`config.mk`:
```
export PLATFORM = sky130hd
export DESIGN_NAME = sp_instr_scheduler_flat
export DESIGN_NICKNAME = d
export VERILOG_FILES = /design/src/rtl/sp_instr_scheduler_if.sv /design/src/rtl/sp_instr_scheduler.sv /design/src/flat_wrapper.sv
export SDC_FILE = /design/constraint.sdc
export NUM_CORES = 1
export LEC_CHECK = 0
export ABC_AREA = 1
export CAP_MARGIN = 25
export CORE_MARGIN = 2
export CORE_UTILIZATION = 47
export CTS_CLUSTER_SIZE = 28
export DETAILED_ROUTE_END_ITERATION = 10
export PLACE_DENSITY_LB_ADDON = 0.08
export SYNTH_ARGS = -nofsm -noshare
export SYNTH_HDL_FRONTEND = slang
export SYNTH_SLANG_ARGS = --single-unit
```
`constraint.sdc`:
```
create_clock -name CLK -period 2 [get_ports CLK]
set_input_delay 0.4 -clock CLK [delete_from_list [all_inputs] [get_ports CLK]]
set_output_delay 0.4 -clock CLK [all_outputs]
set_load 0.005 [all_outputs]
```
`src/rtl/sp_instr_scheduler_if.sv`:
```
// Bundles the scheduler's instruction, dispatch, acknowledge and status signals.
// master = environment (instruction source and execution units), slave = scheduler.
interface sp_instr_scheduler_if;
  logic        instr_valid;
  logic        instr_ready;
  logic [1:0]  instr_opcode;
  logic [5:0]  instr_mat;
  logic [31:0] instr_addr;

  logic        ls_req;
  logic        ls_store;
  logic [5:0]  ls_mat;
  logic [31:0] ls_addr;
  logic        ls_ack;

  logic        gemm_req;
  logic        gemm_new_weight;
  logic [5:0]  gemm_out;
  logic [5:0]  gemm_in;
  logic [5:0]  gemm_wt;
  logic [5:0]  gemm_ps;
  logic        gemm_ack;

  logic        idle;
  logic [15:0] stall_cnt;
  logic        spurious_ack;

  modport master (
    output instr_valid, instr_opcode, instr_mat, instr_addr, ls_ack, gemm_ack,
    input  instr_ready, ls_req, ls_store, ls_mat, ls_addr,
    input  gemm_req, gemm_new_weight, gemm_out, gemm_in, gemm_wt, gemm_ps,
    input  idle, stall_cnt, spurious_ack
  );

  modport slave (
    input  instr_valid, instr_opcode, instr_mat, instr_addr, ls_ack, gemm_ack,
    output instr_ready, ls_req, ls_store, ls_mat, ls_addr,
    output gemm_req, gemm_new_weight, gemm_out, gemm_in, gemm_wt, gemm_ps,
    output idle, stall_cnt, spurious_ack
  );
endinterface

```
`src/rtl/sp_instr_scheduler.sv`:
```
// In-order single-head scheduler dispatching load/store and GEMM work to two units,
// holding back any instruction whose scratchpad matrices collide with the other unit's in-flight op.
module sp_instr_scheduler (
  input logic                  CLK,
  input logic                  RST,
  sp_instr_scheduler_if.slave  bus
);

  localparam logic [1:0] OP_NOP   = 2'd0;
  localparam logic [1:0] OP_LOAD  = 2'd1;
  localparam logic [1:0] OP_STORE = 2'd2;
  localparam logic [1:0] OP_GEMM  = 2'd3;

  typedef enum logic {LS_FREE, LS_BUSY} lsState_t;
  typedef enum logic {GM_FREE, GM_BUSY} gmState_t;

  lsState_t    r_lsState;
  gmState_t    r_gmState;

  logic        r_headValid;
  logic [1:0]  r_headOp;
  logic [5:0]  r_headMat;
  logic [31:0] r_headAddr;

  logic        r_lsStore;
  logic [5:0]  r_lsMat;
  logic [31:0] r_lsAddr;

  logic        r_gmNewWeight;
  logic [5:0]  r_gmOut;
  logic [5:0]  r_gmIn;
  logic [5:0]  r_gmWt;
  logic [5:0]  r_gmPs;

  logic [15:0] r_stallCnt;
  logic        r_spurious;

  logic [5:0]  w_hOut;
  logic [5:0]  w_hIn;
  logic [5:0]  w_hWt;
  logic [5:0]  w_hPs;
  logic        w_headIsLs;
  logic        w_lsHazard;
  logic        w_gmHazard;
  logic        w_issueLs;
  logic        w_issueGm;
  logic        w_retireNop;
  logic        w_headDone;
  logic        w_ready;

  assign w_hOut = r_headAddr[23:18];
  assign w_hIn  = r_headAddr[17:12];
  assign w_hWt  = r_headAddr[11:6];
  assign w_hPs  = r_headAddr[5:0];

  // A load may not touch any GEMM operand in flight; a store only conflicts with the GEMM output.
  assign w_headIsLs = r_headValid && ((r_headOp == OP_LOAD) || (r_headOp == OP_STORE));
  assign w_lsHazard = (r_gmState == GM_BUSY) &&
                      ((r_headOp == OP_LOAD) ?
                         ((r_headMat == r_gmOut) || (r_headMat == r_gmIn) ||
                          (r_headMat == r_gmWt)  || (r_headMat == r_gmPs)) :
                         (r_headMat == r_gmOut));
  assign w_gmHazard = (r_lsState == LS_BUSY) &&
                      (r_lsStore ?
                         (r_lsMat == w_hOut) :
                         ((r_lsMat == w_hOut) || (r_lsMat == w_hIn) ||
                          (r_lsMat == w_hWt)  || (r_lsMat == w_hPs)));

  assign w_issueLs   = !RST && w_headIsLs && (r_lsState == LS_FREE) && !w_lsHazard;
  assign w_issueGm   = !RST && r_headValid && (r_headOp == OP_GEMM) &&
                       (r_gmState == GM_FREE) && !w_gmHazard;
  assign w_retireNop = !RST && r_headValid && (r_headOp == OP_NOP);
  assign w_headDone  = w_issueLs || w_issueGm || w_retireNop;
  assign w_ready     = !RST && (!r_headValid || w_headDone);

  assign bus.instr_ready = w_ready;
  assign bus.idle        = !r_headValid && (r_lsState == LS_FREE) && (r_gmState == GM_FREE);
  assign bus.stall_cnt   = RST ? 16'd0 : r_stallCnt;
  assign bus.spurious_ack = RST ? 1'b0 : r_spurious;

  // Operands are presented from the head in the issue cycle, then held from the in-flight copy.
  assign bus.ls_req          = w_issueLs;
  assign bus.ls_store        = RST ? 1'b0  : (w_issueLs ? (r_headOp == OP_STORE) : r_lsStore);
  assign bus.ls_mat          = RST ? 6'd0  : (w_issueLs ? r_headMat  : r_lsMat);
  assign bus.ls_addr         = RST ? 32'd0 : (w_issueLs ? r_headAddr : r_lsAddr);
  assign bus.gemm_req        = w_issueGm;
  assign bus.gemm_new_weight = RST ? 1'b0 : (w_issueGm ? r_headMat[5] : r_gmNewWeight);
  assign bus.gemm_out        = RST ? 6'd0 : (w_issueGm ? w_hOut : r_gmOut);
  assign bus.gemm_in         = RST ? 6'd0 : (w_issueGm ? w_hIn  : r_gmIn);
  assign bus.gemm_wt         = RST ? 6'd0 : (w_issueGm ? w_hWt  : r_gmWt);
  assign bus.gemm_ps         = RST ? 6'd0 : (w_issueGm ? w_hPs  : r_gmPs);

  always_ff @(posedge CLK) begin
    if (RST) begin
      r_headValid   <= 1'b0;
      r_headOp      <= OP_NOP;
      r_headMat     <= 6'd0;
      r_headAddr    <= 32'd0;
      r_lsState     <= LS_FREE;
      r_lsStore     <= 1'b0;
      r_lsMat       <= 6'd0;
      r_lsAddr      <= 32'd0;
      r_gmState     <= GM_FREE;
      r_gmNewWeight <= 1'b0;
      r_gmOut       <= 6'd0;
      r_gmIn        <= 6'd0;
      r_gmWt        <= 6'd0;
      r_gmPs        <= 6'd0;
      r_stallCnt    <= 16'd0;
      r_spurious    <= 1'b0;
    end else begin
      if (bus.instr_valid && w_ready) begin
        r_headValid <= 1'b1;
        r_headOp    <= bus.instr_opcode;
        r_headMat   <= bus.instr_mat;
        r_headAddr  <= bus.instr_addr;
      end else if (w_headDone) begin
        r_headValid <= 1'b0;
      end

      // An ack reaching a free unit is flagged; issue needs FREE so it cannot collide with a real ack.
      if (r_lsState == LS_FREE) begin
        if (bus.ls_ack) r_spurious <= 1'b1;
        if (w_issueLs) begin
          r_lsState <= LS_BUSY;
          r_lsStore <= (r_headOp == OP_STORE);
          r_lsMat   <= r_headMat;
          r_lsAddr  <= r_headAddr;
        end
      end else if (bus.ls_ack) begin
        r_lsState <= LS_FREE;
      end

      if (r_gmState == GM_FREE) begin
        if (bus.gemm_ack) r_spurious <= 1'b1;
        if (w_issueGm) begin
          r_gmState     <= GM_BUSY;
          r_gmNewWeight <= r_headMat[5];
          r_gmOut       <= w_hOut;
          r_gmIn        <= w_hIn;
          r_gmWt        <= w_hWt;
          r_gmPs        <= w_hPs;
        end
      end else if (bus.gemm_ack) begin
        r_gmState <= GM_FREE;
      end

      if (r_headValid && !w_headDone && (r_stallCnt != 16'hFFFF))
        r_stallCnt <= r_stallCnt + 16'd1;
    end
  end

endmodule

```
`src/flat_wrapper.sv`:
```
// flat-port wrapper written by rule: the top's interface ports become plain ports
module sp_instr_scheduler_flat 
  (CLK, RST, bus_instr_valid, bus_instr_opcode, bus_instr_mat, bus_instr_addr, bus_ls_ack, bus_gemm_ack, bus_instr_ready, bus_ls_req, bus_ls_store, bus_ls_mat, bus_ls_addr, bus_gemm_req, bus_gemm_new_weight, bus_gemm_out, bus_gemm_in, bus_gemm_wt, bus_gemm_ps, bus_idle, bus_stall_cnt, bus_spurious_ack);
  sp_instr_scheduler_if bus_i ();
  input logic CLK;
  input logic RST;
  input wire logic [$bits(bus_i.instr_valid)-1:0] bus_instr_valid;
  input wire logic [$bits(bus_i.instr_opcode)-1:0] bus_instr_opcode;
  input wire logic [$bits(bus_i.instr_mat)-1:0] bus_instr_mat;
  input wire logic [$bits(bus_i.instr_addr)-1:0] bus_instr_addr;
  input wire logic [$bits(bus_i.ls_ack)-1:0] bus_ls_ack;
  input wire logic [$bits(bus_i.gemm_ack)-1:0] bus_gemm_ack;
  output wire logic [$bits(bus_i.instr_ready)-1:0] bus_instr_ready;
  output wire logic [$bits(bus_i.ls_req)-1:0] bus_ls_req;
  output wire logic [$bits(bus_i.ls_store)-1:0] bus_ls_store;
  output wire logic [$bits(bus_i.ls_mat)-1:0] bus_ls_mat;
  output wire logic [$bits(bus_i.ls_addr)-1:0] bus_ls_addr;
  output wire logic [$bits(bus_i.gemm_req)-1:0] bus_gemm_req;
  output wire logic [$bits(bus_i.gemm_new_weight)-1:0] bus_gemm_new_weight;
  output wire logic [$bits(bus_i.gemm_out)-1:0] bus_gemm_out;
  output wire logic [$bits(bus_i.gemm_in)-1:0] bus_gemm_in;
  output wire logic [$bits(bus_i.gemm_wt)-1:0] bus_gemm_wt;
  output wire logic [$bits(bus_i.gemm_ps)-1:0] bus_gemm_ps;
  output wire logic [$bits(bus_i.idle)-1:0] bus_idle;
  output wire logic [$bits(bus_i.stall_cnt)-1:0] bus_stall_cnt;
  output wire logic [$bits(bus_i.spurious_ack)-1:0] bus_spurious_ack;
  assign bus_i.instr_valid = bus_instr_valid;
  assign bus_i.instr_opcode = bus_instr_opcode;
  assign bus_i.instr_mat = bus_instr_mat;
  assign bus_i.instr_addr = bus_instr_addr;
  assign bus_i.ls_ack = bus_ls_ack;
  assign bus_i.gemm_ack = bus_gemm_ack;
  assign bus_instr_ready = bus_i.instr_ready;
  assign bus_ls_req = bus_i.ls_req;
  assign bus_ls_store = bus_i.ls_store;
  assign bus_ls_mat = bus_i.ls_mat;
  assign bus_ls_addr = bus_i.ls_addr;
  assign bus_gemm_req = bus_i.gemm_req;
  assign bus_gemm_new_weight = bus_i.gemm_new_weight;
  assign bus_gemm_out = bus_i.gemm_out;
  assign bus_gemm_in = bus_i.gemm_in;
  assign bus_gemm_wt = bus_i.gemm_wt;
  assign bus_gemm_ps = bus_i.gemm_ps;
  assign bus_idle = bus_i.idle;
  assign bus_stall_cnt = bus_i.stall_cnt;
  assign bus_spurious_ack = bus_i.spurious_ack;
  sp_instr_scheduler u_core (.CLK(CLK), .RST(RST), .bus(bus_i));
endmodule
```
=== Word level (Yosys, flattened, before mapping) ===
Index checks and enable logic that the tools add are counted.

* Add/subtract/negate cells: 1
* Eq/ne operators: 12
* Multiplexer cells: 32
* Bitwise operators: 2
* Reductions and logical operators: 34

{| class="wikitable"
|+ Operator list
! operator !! count
|-
| $mux W32 || 2
|-
| $mux W6 || 10
|-
| $eq A6 B6 Y1 || 8
|-
| $mux W1 || 19
|-
| $logic_and A1 B1 Y1 || 17
|-
| $add A16 B1 Y16 const B || 1
|-
| $mux W16 || 1
|-
| $ne A16 B16 Y1 const B || 1
|-
| $logic_or A1 B1 Y1 || 10
|-
| $logic_not A1 Y1 || 5
|-
| $eq A2 B2 Y1 const B || 2
|-
| $eq A2 B1 Y1 const B || 1
|-
| $logic_not A2 Y1 || 1
|-
| $not A1 Y1 || 2
|-
| $reduce_bool A2 Y1 || 1
|}

* Register bits: 124
* Input port bits: 45
* Output and inout bits: 85
* Logic and storage cells: 97

=== Depth between registers and ports, before layout ===
* Word-level depth: 14
* Gate-level depth with buffers: 16
* Gate-level depth less buffers: 14

=== Worst setup path after synthesis ===
OpenSTA, ideal clock, no wires.

* Kind: input to output
* Start point: input RST
* End point: output bus_gemm_in[5]
* Arrival: 1813 ps
* Required time: 1600 ps
* Path slack: -213 ps
* Stages: 9
* Path buffers: 3
* Cells stage by stage: buf_2 inv_4 nand2_1 or3b_1 nor2_2 nand2_2 buf_6 buf_6 a211oi_2

* Word-level cells in the longest chain between the ends: 7

{| class="wikitable"
|+ RTL lines
! what !! RTL line !! RTL
|-
| start, declared || flat_wrapper.sv:6 || <nowiki>input logic RST;</nowiki>
|-
| $logic_not A1 Y1 || sp_instr_scheduler.sv:70 || <nowiki>assign w_issueGm = !RST && r_headValid && (r_headOp == OP_GEMM) &&</nowiki>
|-
| $logic_and A1 B1 Y1 (3 in a row) || sp_instr_scheduler.sv:70 ||
|-
| $logic_and A1 B1 Y1 || sp_instr_scheduler.sv:71 || <nowiki>(r_gmState == GM_FREE) && !w_gmHazard;</nowiki>
|-
| $mux W6 || sp_instr_scheduler.sv:89 || <nowiki>assign bus.gemm_in = RST ? 6'd0 : (w_issueGm ? w_hIn : r_gmIn);</nowiki>
|-
| $mux W6 * || sp_instr_scheduler.sv:89 ||
|-
| end, declared || flat_wrapper.sv:21 || <nowiki>output wire logic [$bits(bus_i.gemm_in)-1:0] bus_gemm_in;</nowiki>
|}

Every way passes the cells marked *; elsewhere a longest branch is shown, timed or not.

=== Final worst setup path ===
* Start point: register u_core.r_lsMat[4]
* End point: output bus_gemm_out[1]

* Word-level cells in the longest chain between the ends: 10
* Elaborated cells between the ends (all ways): 13
* Those cells by class: 4 x eq/ne; 3 x mux; 6 x reduce/logical

{| class="wikitable"
|+ RTL lines
! what !! RTL line !! RTL
|-
| start, declared || sp_instr_scheduler.sv:26 || <nowiki>logic [5:0] r_lsMat;</nowiki>
|-
| start signal, assigned || sp_instr_scheduler.sv:127 || <nowiki>r_lsMat <= r_headMat;</nowiki>
|-
| $eq A6 B6 Y1, on equally long branches || sp_instr_scheduler.sv:65, sp_instr_scheduler.sv:66 ||
|-
| $logic_or A1 B1 Y1 (2 in a row) || sp_instr_scheduler.sv:66 || <nowiki>((r_lsMat == w_hOut) || (r_lsMat == w_hIn) ||</nowiki>
|-
| $logic_or A1 B1 Y1 || sp_instr_scheduler.sv:67 || <nowiki>(r_lsMat == w_hWt) || (r_lsMat == w_hPs)));</nowiki>
|-
| $mux W1 * || sp_instr_scheduler.sv:64 || <nowiki>(r_lsStore ?</nowiki>
|-
| $logic_and A1 B1 Y1 * || sp_instr_scheduler.sv:63 || <nowiki>assign w_gmHazard = (r_lsState == LS_BUSY) &&</nowiki>
|-
| $logic_not A1 Y1 * || sp_instr_scheduler.sv:71 ||
|-
| $logic_and A1 B1 Y1 * || sp_instr_scheduler.sv:71 ||
|-
| $mux W6 * (2 in a row) || sp_instr_scheduler.sv:88 || <nowiki>assign bus.gemm_out = RST ? 6'd0 : (w_issueGm ? w_hOut : r_gmOut);</nowiki>
|-
| end, declared || flat_wrapper.sv:20 || <nowiki>output wire logic [$bits(bus_i.gemm_out)-1:0] bus_gemm_out;</nowiki>
|}

Marks and branches as above.

==> flow_summary.json <==
{
  "outcome": "finished with violations",
  "violations": "setup timing",
  "seq_power_share_pct": 37.9,
  "yosys.cell_types.count": 31,
  "seq_area_frac_synth_pct": 38.12,
  "cts-buffers-inserted": 17,
  "drv_cap": 0,
  "fin_crit_sh_pct": 146.6,
  "grt_pass1_wl_mm": 39.50,
  "finalSetupViolations": 150,
  "worst_ep_arrival_time_ps": 2530,
  "dr.first_iter.drc_count": 1157,
  "rsz0062_at_grt": "yes",
  "drive_gt1_share_pct": 47.97,
  "p_per_area_nw_per_um2": 596.1,
  "top_layer": "met4",
  "synth_top_cell_area_share_pct": 38.12,
  "synthSimpleGateAreaFrac_pct": 32.11,
  "cts_buffer_depth": 2,
  "path_cells": "inv_4 > nand2_1 > o21ai_1 > nor2_1 > nand3_2 > nand3_4 > nand2_4 > nand2_8 > buf_12 > nor2_1 > a211oi_4 > buf_2",
  "power_switching_uw": 2007,
  "synth_top_area_cell": "dfxtp_1",
  "root_buffer": "clkbuf_16",
  "drc": 0,
  "finalHoldViolations": 0,
  "fin_nets": 1346,
  "cts_hold_buffers": 0,
  "track_usage_pct": 34.72,
  "synth_compound_area_share_pct": 16.53,
  "leakage_uw": 0.005337,
  "path_max_fanout": 17,
  "first_pass_iters": 6,
  "grt_pass1_vias": 7594,
  "synthTopCellsByArea": "dfxtp_1 (38%), nand2_1 (16%), nor2_1 (7.2%), a21oi_1 (6.6%), nand4_1 (5.6%)",
  "finalWorstSetupSlack_ps": -931.8,
  "finalClockSkew_ps": 20.99,
  "cp.required_ps": 1600,
  "place.gp.congestion": 0.9089,
  "final_util_pct": 85.42,
  "cts.sinks": 124,
  "wl_met3_mm": 2.940,
  "io_buffers": 129,
  "worst_slew_pin_slew_ps": 828.8,
  "wire_per_inst_um": 20.68,
  "synth_top_family_by_area": "simple AND/OR/NAND/NOR gates",
  "vias": 8700,
  "syn_inst": 960,
  "path_common_cell": "nor2_1",
  "multi_input_area_um2": 4415,
  "swShare_pct": 28.73,
  "insertion_delay_ps": 440,
  "synth_area_um2": 6511,
  "synth.area.mux_share_pct": 0,
  "fin_crit_ps": 2932,
  "tns_ps": -95370,
  "drtAntennaViolNets": 0,
  "worstSetupEndpointType": "output pin",
  "seqCellArea_um2": 2549,
  "cts_tree": "done",
  "ir_worst_vdd_mv": 0.5721,
  "grt_max_degree": 159,
  "syn_area_per_cell_um2": 6.783,
  "area_delta_synth_final_pct": 79.98,
  "htreeDepth": 4,
  "critPathLaunchType": "register",
  "syn_nets": 1010,
  "core-area_um2": 13720,
  "met2_length_mm": 14.14,
  "worstSetupPathType": "reg -> out",
  "synth-seq-cells": 124,
  "maxSlewHeadroom_pct": 44.74,
  "die_w_um": 121.7,
  "ios": 130,
  "yosysWarnings": 0,
  "fillerInstances": 720,
  "finalPower_uw": 6985,
  "grt_antenna_before_repair": 1,
  "synthXorXnorAreaFrac_pct": 2.556,
  "cellInternalPower_uw": 4978,
  "hold_path.class": "reg -> reg",
  "dp_hpwl_mm": 14.52,
  "slew_viol_final": 0,
  "slowest_stage": "dfxtp_4",
  "die_area_um2": 14810,
  "placementRows": 43,
  "power_frac_clock_pct": 43.1,
  "synthAdderAreaFrac_pct": 0.9608,
  "p_comb_share_pct": 19.0,
  "grt_overflow": 0,
  "clkTransAtPathRegs_ps": 70,
  "wirelength_mm": 30.77,
  "start_util_pct": 47.46,
  "via_per_inst": 5.847,
  "die_h_um": 121.7,
  "max_stage_delay_ps": 420,
  "met1Wirelength_mm": 11.26,
  "fmax_ghz": 0.3411
}
-- power by group through the flow --
stage                     registers (µW)  logic, µW  clock network (µW)
after floorplan                     2660        428                   0
after global placement              2670        886                   0
after detailed placement            2680        892                   0
after CTS                           2630       1070                2920
after global routing                2650       1390                3090
final                               2650       1330                3010
-- routing by layer --
layer  global-route usage [%]  vias up
met5                        0        -
met2                    58.01      615
li1                         -     3826
met1                    42.22     4020
met4                    18.18        0
met3                    7.116      239
-- placed cells by master, fill, tap and decap left out, types with 37 or more instances in the layout --
master / count
nand2_4: 48
a21oi_2: 37
nand2_1: 169
buf_6: 44
buf_4: 162
dfxtp_1: 91
a21oi_1: 49
nor2_1: 97
buf_2: 65
nand4_1: 58
nand2_2: 67
inv_1: 73
clkdlybuf4s50_1: 60
-- path summary, 6_finish.rpt --
path,start,endpoint,slack (ps),cells past startpoint
setup reg to reg,u_core.r_lsMat[4]$_SDFFE_PP0N_,u_core.r_headAddr[0]$_SDFFE_PP0P_,-800,20
hold reg to reg,u_core.r_lsAddr[9]$_SDFFE_PP0N_,u_core.r_lsAddr[9]$_SDFFE_PP0N_,470,2
hold / removal,u_core.r_lsAddr[9]$_SDFFE_PP0N_,u_core.r_lsAddr[9]$_SDFFE_PP0N_,470,2
setup / recovery,u_core.r_lsMat[4]$_SDFFE_PP0N_,bus_gemm_out[1],-930,12
-- registers in the layout (all words and copies together) (netlist names), 2 cells and up --
name	count
u_core.r_gmIn	6
u_core.r_lsAddr	32
u_core.r_gmWt	6
u_core.r_stallCnt	16
u_core.r_lsMat	6
u_core.r_headAddr	32
u_core.r_gmOut	6
u_core.r_headMat	6
u_core.r_headOp	2
u_core.r_gmPs	6
-- synthesized netlist by cell type, drive strengths merged --
master  number
nand2      286
nor2       126
dfxtp      124
inv         89
a21oi       88
a211oi      62
nand4       58
clkbuf      35
buf         27
nand3       18
xor2        16
o21ai       12
nor3         8
ha           5
xnor2        3
clkinv       1
nor4         1
or3b         1
-- through the flow --
| stage | hold slack, ps | setup WS, ps | instance area [µm²] | std cells |
|---|---|---|---|---|
| after CTS | 462.4 | -708.2 | 10890 | 1469 |
| after global placement | 450.8 | -789.2 | 9311 | 1390 |
| after detailed placement | 457.5 | -793.0 | 9311 | 1390 |
| after floorplan | 441.0 | -138.3 | 6610 | 960 |
| after global routing | 482.4 | -1027 | 11720 | 1487 |
| final | 467.6 | -931.8 | 11720 | 1488 |
-- worst max-delay path: cells and delay by family, from the launching register on --
family | cells | cell delay (ps)
flip-flops | 1 | 420
buffers and inverters | 3 | 430
AND/OR/NAND/NOR | 7 | 860
AO/OA/AOI/OAI | 2 | 370
-- final cells by class --
| class | instances | area share (%) |
|---|---|---|
| multi-input cells | 684 | 37.68 |
| repair buffers | 378 | 30.53 |
| flip-flops and latches | 124 | 21.75 |
| clock buffers | 23 | 4.164 |
| inverters | 90 | 3.246 |
| well taps | 180 | 1.922 |
| clock inverters | 7 | 0.5552 |
| repair inverters | 1 | 0.1388 |
| diodes | 1 | 0.02135 |
-- kinds of logic after synthesis --
logic type | after synthesis
and+or+nand+nor | 498
AOI/OAI and AO/OA | 162
buffers and inverters | 152
DFF | 124
xor gates and xnor gates | 19
adders and majority gates | 5
-- timing repair --
item,CTS,global route
gates cloned,14,5
pin swaps,60,64
gates resized for setup,479,225
setup endpoints to repair,147,187
setup buffers,36,24
Power figures use the tool's default switching activity.
